==> src/rtl/cond_scan_kernel_if.sv <==
// Host array port and scan result bus for cond_scan_kernel.
// master = host side, slave = kernel side.
interface cond_scan_kernel_if #(
    parameter int WIDTH  = 8,
    parameter int ADDR_W = 4,
    parameter int CNT_W  = 5
);
    logic [WIDTH-1:0]  init_i;
    logic              controlArr;
    logic              controlArrWEnable_a;
    logic [ADDR_W-1:0] controlArrAddr_a;
    logic [WIDTH-1:0]  controlArrWData_a;
    logic [WIDTH-1:0]  controlArrRData_a;
    logic              w_enable;
    logic [CNT_W-1:0]  result;

    modport master (
        output init_i, controlArr, controlArrWEnable_a, controlArrAddr_a, controlArrWData_a,
        input  controlArrRData_a, w_enable, result
    );

    modport slave (
        input  init_i, controlArr, controlArrWEnable_a, controlArrAddr_a, controlArrWData_a,
        output controlArrRData_a, w_enable, result
    );
endinterface

==> src/rtl/cond_scan_kernel.sv <==
// Scans an array for entries equal to a key, increments each match in place
// and reports the match count; the host can take over the array at any time.
module cond_scan_kernel #(
    parameter int WIDTH  = 8,
    parameter int DEPTH  = 16,
    parameter int ADDR_W = $clog2(DEPTH),
    parameter int CNT_W  = $clog2(DEPTH + 1)
) (
    input logic               clk,
    input logic               r_enable,
    cond_scan_kernel_if.slave bus
);
    typedef enum logic [2:0] {RD, CMP, WR, NEXT, DONE} state_t;

    localparam logic [ADDR_W-1:0] LAST_IDX = ADDR_W'(DEPTH - 1);

    state_t            state, state_d;
    logic [ADDR_W-1:0] idx, idx_d;
    logic [WIDTH-1:0]  key;
    logic [WIDTH-1:0]  lat, lat_d;
    logic [CNT_W-1:0]  cnt, cnt_d;
    logic [CNT_W-1:0]  result_q, result_d;
    logic              wen_q, wen_d;
    logic              stall;

    logic [WIDTH-1:0]  mem [DEPTH];
    logic [ADDR_W-1:0] rd_addr_q;
    logic [ADDR_W-1:0] arr_addr;
    logic              arr_we;
    logic [WIDTH-1:0]  arr_wdata;
    logic [WIDTH-1:0]  arr_rdata;

    always_comb begin
        state_d   = state;
        idx_d     = idx;
        cnt_d     = cnt;
        lat_d     = lat;
        result_d  = result_q;
        wen_d     = wen_q;
        arr_addr  = idx;
        arr_we    = 1'b0;
        arr_wdata = lat + WIDTH'(1);
        // Host ownership aborts the element in flight; RD re-reads the same idx.
        stall     = bus.controlArr && (state inside {RD, CMP, WR});

        if (stall) begin
            state_d = RD;
        end else begin
            case (state)
                RD:   state_d = CMP;
                CMP: begin
                    if (arr_rdata == key) begin
                        lat_d   = arr_rdata;
                        state_d = WR;
                    end else begin
                        state_d = NEXT;
                    end
                end
                WR: begin
                    arr_we  = ~r_enable;
                    cnt_d   = cnt + CNT_W'(1);
                    state_d = NEXT;
                end
                NEXT: begin
                    if (idx == LAST_IDX) begin
                        state_d  = DONE;
                        result_d = cnt;
                        wen_d    = 1'b1;
                    end else begin
                        idx_d   = idx + ADDR_W'(1);
                        state_d = RD;
                    end
                end
                DONE:    state_d = DONE;
                default: state_d = RD;
            endcase
        end

        if (bus.controlArr) begin
            arr_addr  = bus.controlArrAddr_a;
            arr_we    = bus.controlArrWEnable_a;
            arr_wdata = bus.controlArrWData_a;
        end
    end

    always_ff @(posedge clk) begin
        if (r_enable) begin
            state    <= RD;
            idx      <= '0;
            cnt      <= '0;
            key      <= bus.init_i;
            lat      <= '0;
            wen_q    <= 1'b0;
            result_q <= '0;
        end else begin
            state    <= state_d;
            idx      <= idx_d;
            cnt      <= cnt_d;
            lat      <= lat_d;
            wen_q    <= wen_d;
            result_q <= result_d;
        end
    end

    // Array is never cleared by reset; host accesses proceed during reset.
    always_ff @(posedge clk) begin
        if (arr_we) begin
            mem[arr_addr] <= arr_wdata;
        end
        rd_addr_q <= arr_addr;
    end

    assign arr_rdata             = mem[rd_addr_q];
    assign bus.controlArrRData_a = bus.controlArr ? arr_rdata : '0;
    assign bus.w_enable          = wen_q;
    assign bus.result            = result_q;
endmodule

==> src/flat_wrapper.sv <==
// flat-port wrapper written by rule: the top's interface ports become plain ports
module cond_scan_kernel_flat 
#(
    parameter int WIDTH  = 8,
    parameter int DEPTH  = 16,
    parameter int ADDR_W = $clog2(DEPTH),
    parameter int CNT_W  = $clog2(DEPTH + 1)
)
  (clk, r_enable, bus_init_i, bus_controlArr, bus_controlArrWEnable_a, bus_controlArrAddr_a, bus_controlArrWData_a, bus_controlArrRData_a, bus_w_enable, bus_result);
  cond_scan_kernel_if #(.WIDTH(WIDTH), .ADDR_W(ADDR_W), .CNT_W(CNT_W)) bus_i ();
  input logic clk;
  input logic r_enable;
  input wire logic [$bits(bus_i.init_i)-1:0] bus_init_i;
  input wire logic [$bits(bus_i.controlArr)-1:0] bus_controlArr;
  input wire logic [$bits(bus_i.controlArrWEnable_a)-1:0] bus_controlArrWEnable_a;
  input wire logic [$bits(bus_i.controlArrAddr_a)-1:0] bus_controlArrAddr_a;
  input wire logic [$bits(bus_i.controlArrWData_a)-1:0] bus_controlArrWData_a;
  output wire logic [$bits(bus_i.controlArrRData_a)-1:0] bus_controlArrRData_a;
  output wire logic [$bits(bus_i.w_enable)-1:0] bus_w_enable;
  output wire logic [$bits(bus_i.result)-1:0] bus_result;
  assign bus_i.init_i = bus_init_i;
  assign bus_i.controlArr = bus_controlArr;
  assign bus_i.controlArrWEnable_a = bus_controlArrWEnable_a;
  assign bus_i.controlArrAddr_a = bus_controlArrAddr_a;
  assign bus_i.controlArrWData_a = bus_controlArrWData_a;
  assign bus_controlArrRData_a = bus_i.controlArrRData_a;
  assign bus_w_enable = bus_i.w_enable;
  assign bus_result = bus_i.result;
  cond_scan_kernel #(.WIDTH(WIDTH), .DEPTH(DEPTH), .ADDR_W(ADDR_W), .CNT_W(CNT_W)) u_core (.clk(clk), .r_enable(r_enable), .bus(bus_i));
endmodule
==> config.mk <==
export PLATFORM = sky130hd
export DESIGN_NAME = cond_scan_kernel_flat
export DESIGN_NICKNAME = d
export VERILOG_FILES = /design/src/rtl/cond_scan_kernel_if.sv /design/src/rtl/cond_scan_kernel.sv /design/src/flat_wrapper.sv
export SDC_FILE = /design/constraint.sdc
export NUM_CORES = 1
export LEC_CHECK = 0
export CAP_MARGIN = 5
export CORE_UTILIZATION = 45
export CTS_CLUSTER_SIZE = 28
export DETAILED_ROUTE_END_ITERATION = 6
export PLACE_DENSITY = 0.69
export REMOVE_ABC_BUFFERS = 1
export SLEW_MARGIN = 10
export SYNTH_ARGS = -nofsm -noshare
export SYNTH_HDL_FRONTEND = slang
export SYNTH_SLANG_ARGS = --single-unit
==> constraint.sdc <==
create_clock -name clk -period 2.66 [get_ports clk]
set_input_delay 0.532 -clock clk [delete_from_list [all_inputs] [get_ports clk]]
set_output_delay 0.532 -clock clk [all_outputs]
set_load 0.03 [all_outputs]
======== Word level (Yosys, flattened, before mapping) ========
Memory sizes are Yosys's and may differ from the RTL's. A register that Yosys moved wholly into a read port is not among the register bits.
Cells that the tools add are included.
storage, ports and cells
  bits in registers ....................... 34
  bits in latches ......................... 0
  output and inout port bits .............. 14
  memory bits (writable) .................. 128
  bits in read-only memories .............. 0
  memories ................................ 1
  bits of input ports ..................... 24
memories
  name        depth  width  read ports  clocked after Yosys merged registers in  write ports  line                    source
  u_core.mem  16     8      1           1                                        1            cond_scan_kernel.sv:26  logic [WIDTH-1:0] mem [DEPTH];
operators by class
  magnitude comparators ................... 0
  divide/modulo/power cells ............... 0
  reduce and logical (&&, ||, !) cells .... 8
  shift-type cells ........................ 0
  add/subtract/negate cells ............... 3
  bitwise logic cells ..................... 3
  eq/ne operators ......................... 6
  muxes and demuxes ....................... 11
  multiply operators ...................... 0
operators by type and width
  cell                   number
  $mux W8                2
  $pmux W3 S5            1
  $reduce_and A3 Y1      3
  $add A8 B1 Y8 const B  1
  $eq A8 B8 Y1           1
  $eq A3 B2 Y1 const B   2
  $mux W1                6
  $add A5 B1 Y5 const B  1
  $add A4 B1 Y4 const B  1
  $eq A4 B4 Y1 const B   1
  $mux W4                1
  $eq A3 B1 Y1 const B   1
  $eq A3 B3 Y1 const B   1
  $logic_not A3 Y1       1
  $mux W3                1
  $not A1 Y1             3
  $reduce_bool A3 Y1     1
  $reduce_and A2 Y1      1
  $reduce_or A2 Y1       1
  $logic_and A1 B1 Y1    1

======== Depth between registers and ports, before layout ========
  word-level depth ........................ 7
  gate-level depth with buffers ........... 11

======== Worst setup path after synthesis ========
Ideal clock, no wire load.
  path kind ............................... input -> register
  from .................................... input bus_controlArr
  to ...................................... memory u_core.mem[9][0], enable pin
  cell stages on the path ................. 5
  setup slack ............................. 9 ps
  required time ........................... 2277 ps
  data arrival time ....................... 2267 ps
  path buffers ............................ 0
  cells stage by stage .................... nor4b_2 -> inv_1 -> o21ai_0 -> nand3_1 -> nor3_1
on the way
  word-level cells in the longest chain between the ends .. 5
  elaborated cells on any way between the ends .. 6
RTL lines
  element                        line                     source
  start: declaration             flat_wrapper.sv:14       input wire logic [$bits(bus_i.controlArr)-1:0] bus_controlArr;
  $logic_and A1 B1 Y1            cond_scan_kernel.sv:44   stall = bus.controlArr && (state inside {RD, CMP, WR});
  $mux W1                        cond_scan_kernel.sv:46   if (stall) begin
  $mux W1                        cond_scan_kernel.sv:79   if (bus.controlArr) begin
  $mux W1                        cond_scan_kernel.sv:107  if (arr_we) begin
  $mux W1 (implied by the code)  cond_scan_kernel.sv:108  mem[arr_addr] <= arr_wdata;
  end: declaration               cond_scan_kernel.sv:26
Parallel ways exist; a longest one is shown, timed or not.

==> flow_summary.json <==
{
  "status": "finished with violations",
  "violations": "setup timing",
  "synth_ff_type": "edfxtp_1",
  "antenna_left": 0,
  "synth.distinct_cells": 42,
  "clkSinkCount": 166,
  "final_util_pct": 61.23,
  "setup_slack_ns": -0.1463,
  "p_total_mw": 5.826,
  "path_cells": "buf_6 -> buf_8 -> mux4_2 -> a22oi_2 -> buf_4 -> nand2_4 -> and2_4 -> buf_6",
  "tns_ns": -0.7151,
  "gp_congestion": 0.7890,
  "cts_tree": "done",
  "yosysMostFrequentCell": "edfxtp_1",
  "yosysTopAreaCellShare_pct": 59.14,
  "power.density_nw_per_um2": 644.9,
  "synth_top_cell_by_area": "edfxtp_1",
  "cts-root-buf": "clkbuf_16",
  "max_freq_mhz": 356.3,
  "clk_path_buf_depth": 2,
  "port_buffers": 37,
  "cp_common_cell": "buf_6",
  "die_w_um": 125.9,
  "critPathMaxFanout": 5,
  "nNetsFinal": 585,
  "antenna_found_initial": 0,
  "avgRoutedWirePerCell_um": 20.68,
  "yosys-top-cells-count": "edfxtp_1, nor2_1, dfxtp_1",
  "initial_core_util_pct": 46.80,
  "cpPeakStageDelay_ns": 0.51,
  "hold_violations": 0,
  "crit_type": "reg2out",
  "num_vias": 4185,
  "rsz0062_at_grt": "yes",
  "hold_class": "reg2reg",
  "drt_first_iter_violations": 285,
  "min_period_ns": 2.806,
  "rows": 44,
  "skew_ns": 0.007165,
  "n_antenna_cell": 0,
  "syn_avg_cell_area_um2": 16.21,
  "track_usage_pct": 21.15,
  "cts_hold_buf": 0,
  "grt_pass1_wl_um": 24330,
  "dieArea_um2": 15840,
  "yosys_warnings": 0,
  "setup_viol": 16,
  "slew_viol_final": 0,
  "period_share_pct": 105.5,
  "critPathRequiredTime_ns": 2.13,
  "netlist_instances": 426,
  "relSlewSlack_pct": 72.70,
  "r2r_slack_ns": -0.06,
  "seq_area_frac_synth_pct": 67.84,
  "cp-end-kind": "output pin",
  "ctsHtreeMaxLevel": 4,
  "worst-slew-pin-transition_ns": 0.3981,
  "synth-edff-count": 136,
  "grt_overflow_total": 0,
  "critPathSlowestCell": "mux4_2",
  "clkLatencyLatePin_ns": 0.42,
  "synth_area_leaders": "edfxtp_1, dfxtp_1, mux4_1, mux4_2, mux2i_1",
  "die_h_um": 125.9,
  "cts_buffers": 17,
  "drive_above_1_share_pct": 36.25,
  "grt_pass1_vias": 4368,
  "grt_max_degree": 34,
  "maxCapViolations": 0,
  "drc_errors": 0,
  "cp.arrival_ns": 2.27,
  "vias_per_cell": 5.543,
  "place.detailed.instances": 697,
  "coreArea_um2": 14750,
  "hpwl_um": 9999,
  "clkTransAtPathRegs_ns": 0.06,
  "async_flop_share_pct": 0,
  "syn2layout_area_growth_pct": 30.82,
  "drt_wl_total_um": 15620,
  "layoutNonFillerInstCount": 755,
  "netlist_area_um2": 6905,
  "ir_worst_vdd_uv": 421.9,
  "firstDrtPassIters": 4,
  "ys_ff_latch": 166,
  "io-pin-count": 38,
  "start_kind": "flop",
  "leakagePower_nw": 3.184
}
placed cells by master, fill, tap and decap left out, drive strengths merged, types with 10 or more instances in the layout:
cell type,n
nor3,10
clkbuf,20
nand3,13
o21ai,19
nand4,10
nand2,18
dfxtp,30
a21oi,15
mux2i,29
mux4,30
and2,11
xor2,12
nor2,31
edfxtp,136
clkdlybuf4s50,29
buf,104
worst paths after layout:
check	from	endpoint	cells after the start
worst max-delay path	flop	bus_controlArrRData_a[3]	8
worst min-delay path	u_core.bus.w_enable	u_core.bus.w_enable	2
worst max register to register	flop	u_core.lat[2]	9
worst min register to register	u_core.bus.w_enable	u_core.bus.w_enable	2
worst max-delay path, delay by kind of cell (launching register included):
family | cells | cell delay [ns]
flip-flops | 1 | 0.36
buffers and inverters | 4 | 0.54
AO/OA/AOI/OAI | 1 | 0.24
multiplexers | 1 | 0.51
AND/OR/NAND/NOR | 2 | 0.21
registers in the layout, summed over array words and instances, names as in the netlist, named ones only:
| name | flops |
|---|---|
| u_core.bus.w_enable | 1 |
| u_core.bus.result | 5 |
| u_core.key | 8 |
| u_core.state | 3 |
| u_core.cnt | 5 |
| u_core.mem | 128 |
| u_core.idx | 4 |
| u_core.lat | 8 |
metal layers:
metal / wire (um) / vias to the layer above / track usage, %
met4: 218 / 0 / 7.087
met3: 570 / 15 / 4.885
li1: - / 1928 / -
met1: 6901 / 2149 / 28.04
met2: 7926 / 93 / 34.58
met5: 0 / - / 0
stage by stage:
| stage | setup slack (ns) | hold WS [ns] | cell area, um^2 |
|---|---|---|---|
| global route | -0.2099 | 0.4963 | 9034 |
| CTS | -0.1818 | 0.4779 | 8889 |
| detailed placement | -0.3268 | 0.4635 | 7954 |
| global placement | -0.3104 | 0.4483 | 7954 |
| floorplan | -0.5656 | 0.4580 | 6778 |
| finish | -0.1463 | 0.4730 | 9034 |
layout make-up:
type | count | area [um^2]
Fill cell | 1081 | 5720
Sequential cell | 166 | 4693
Multi-Input combinational cell | 234 | 2260
Timing Repair Buffer | 134 | 1269
Clock buffer | 19 | 432.9
Tap cell | 184 | 230.2
Clock inverter | 13 | 130.1
Inverter | 5 | 18.77
cell families after synthesis:
kind of cell | after synthesis | share of synthesized area [%]
fa+ha+maj | 3 | 0.5436
buf+inv | 26 | 2.120
xor+xnor | 19 | 2.410
compound gates | 43 | 3.787
simple gates | 108 | 8.172
flops | 166 | 67.84
mux | 61 | 15.13
what timing repair did:
item / CTS / global route
endpoints found under the setup margin: 16 / 16
pin swaps: 17 / 16
gates resized for setup: 92 / 22
gates cloned: 2 / 1
buffers inserted: 20 / 6
power breakdown:
part / internal, mW / total (mW) / switching [mW]
logic: 0.325 / 0.616 / 0.290
registers: 2.84 / 2.86 / 0.0210
clock network: 1.38 / 2.35 / 0.972
total: 4.54 / 5.83 / 1.28
(Power assumes the default switching activity.)
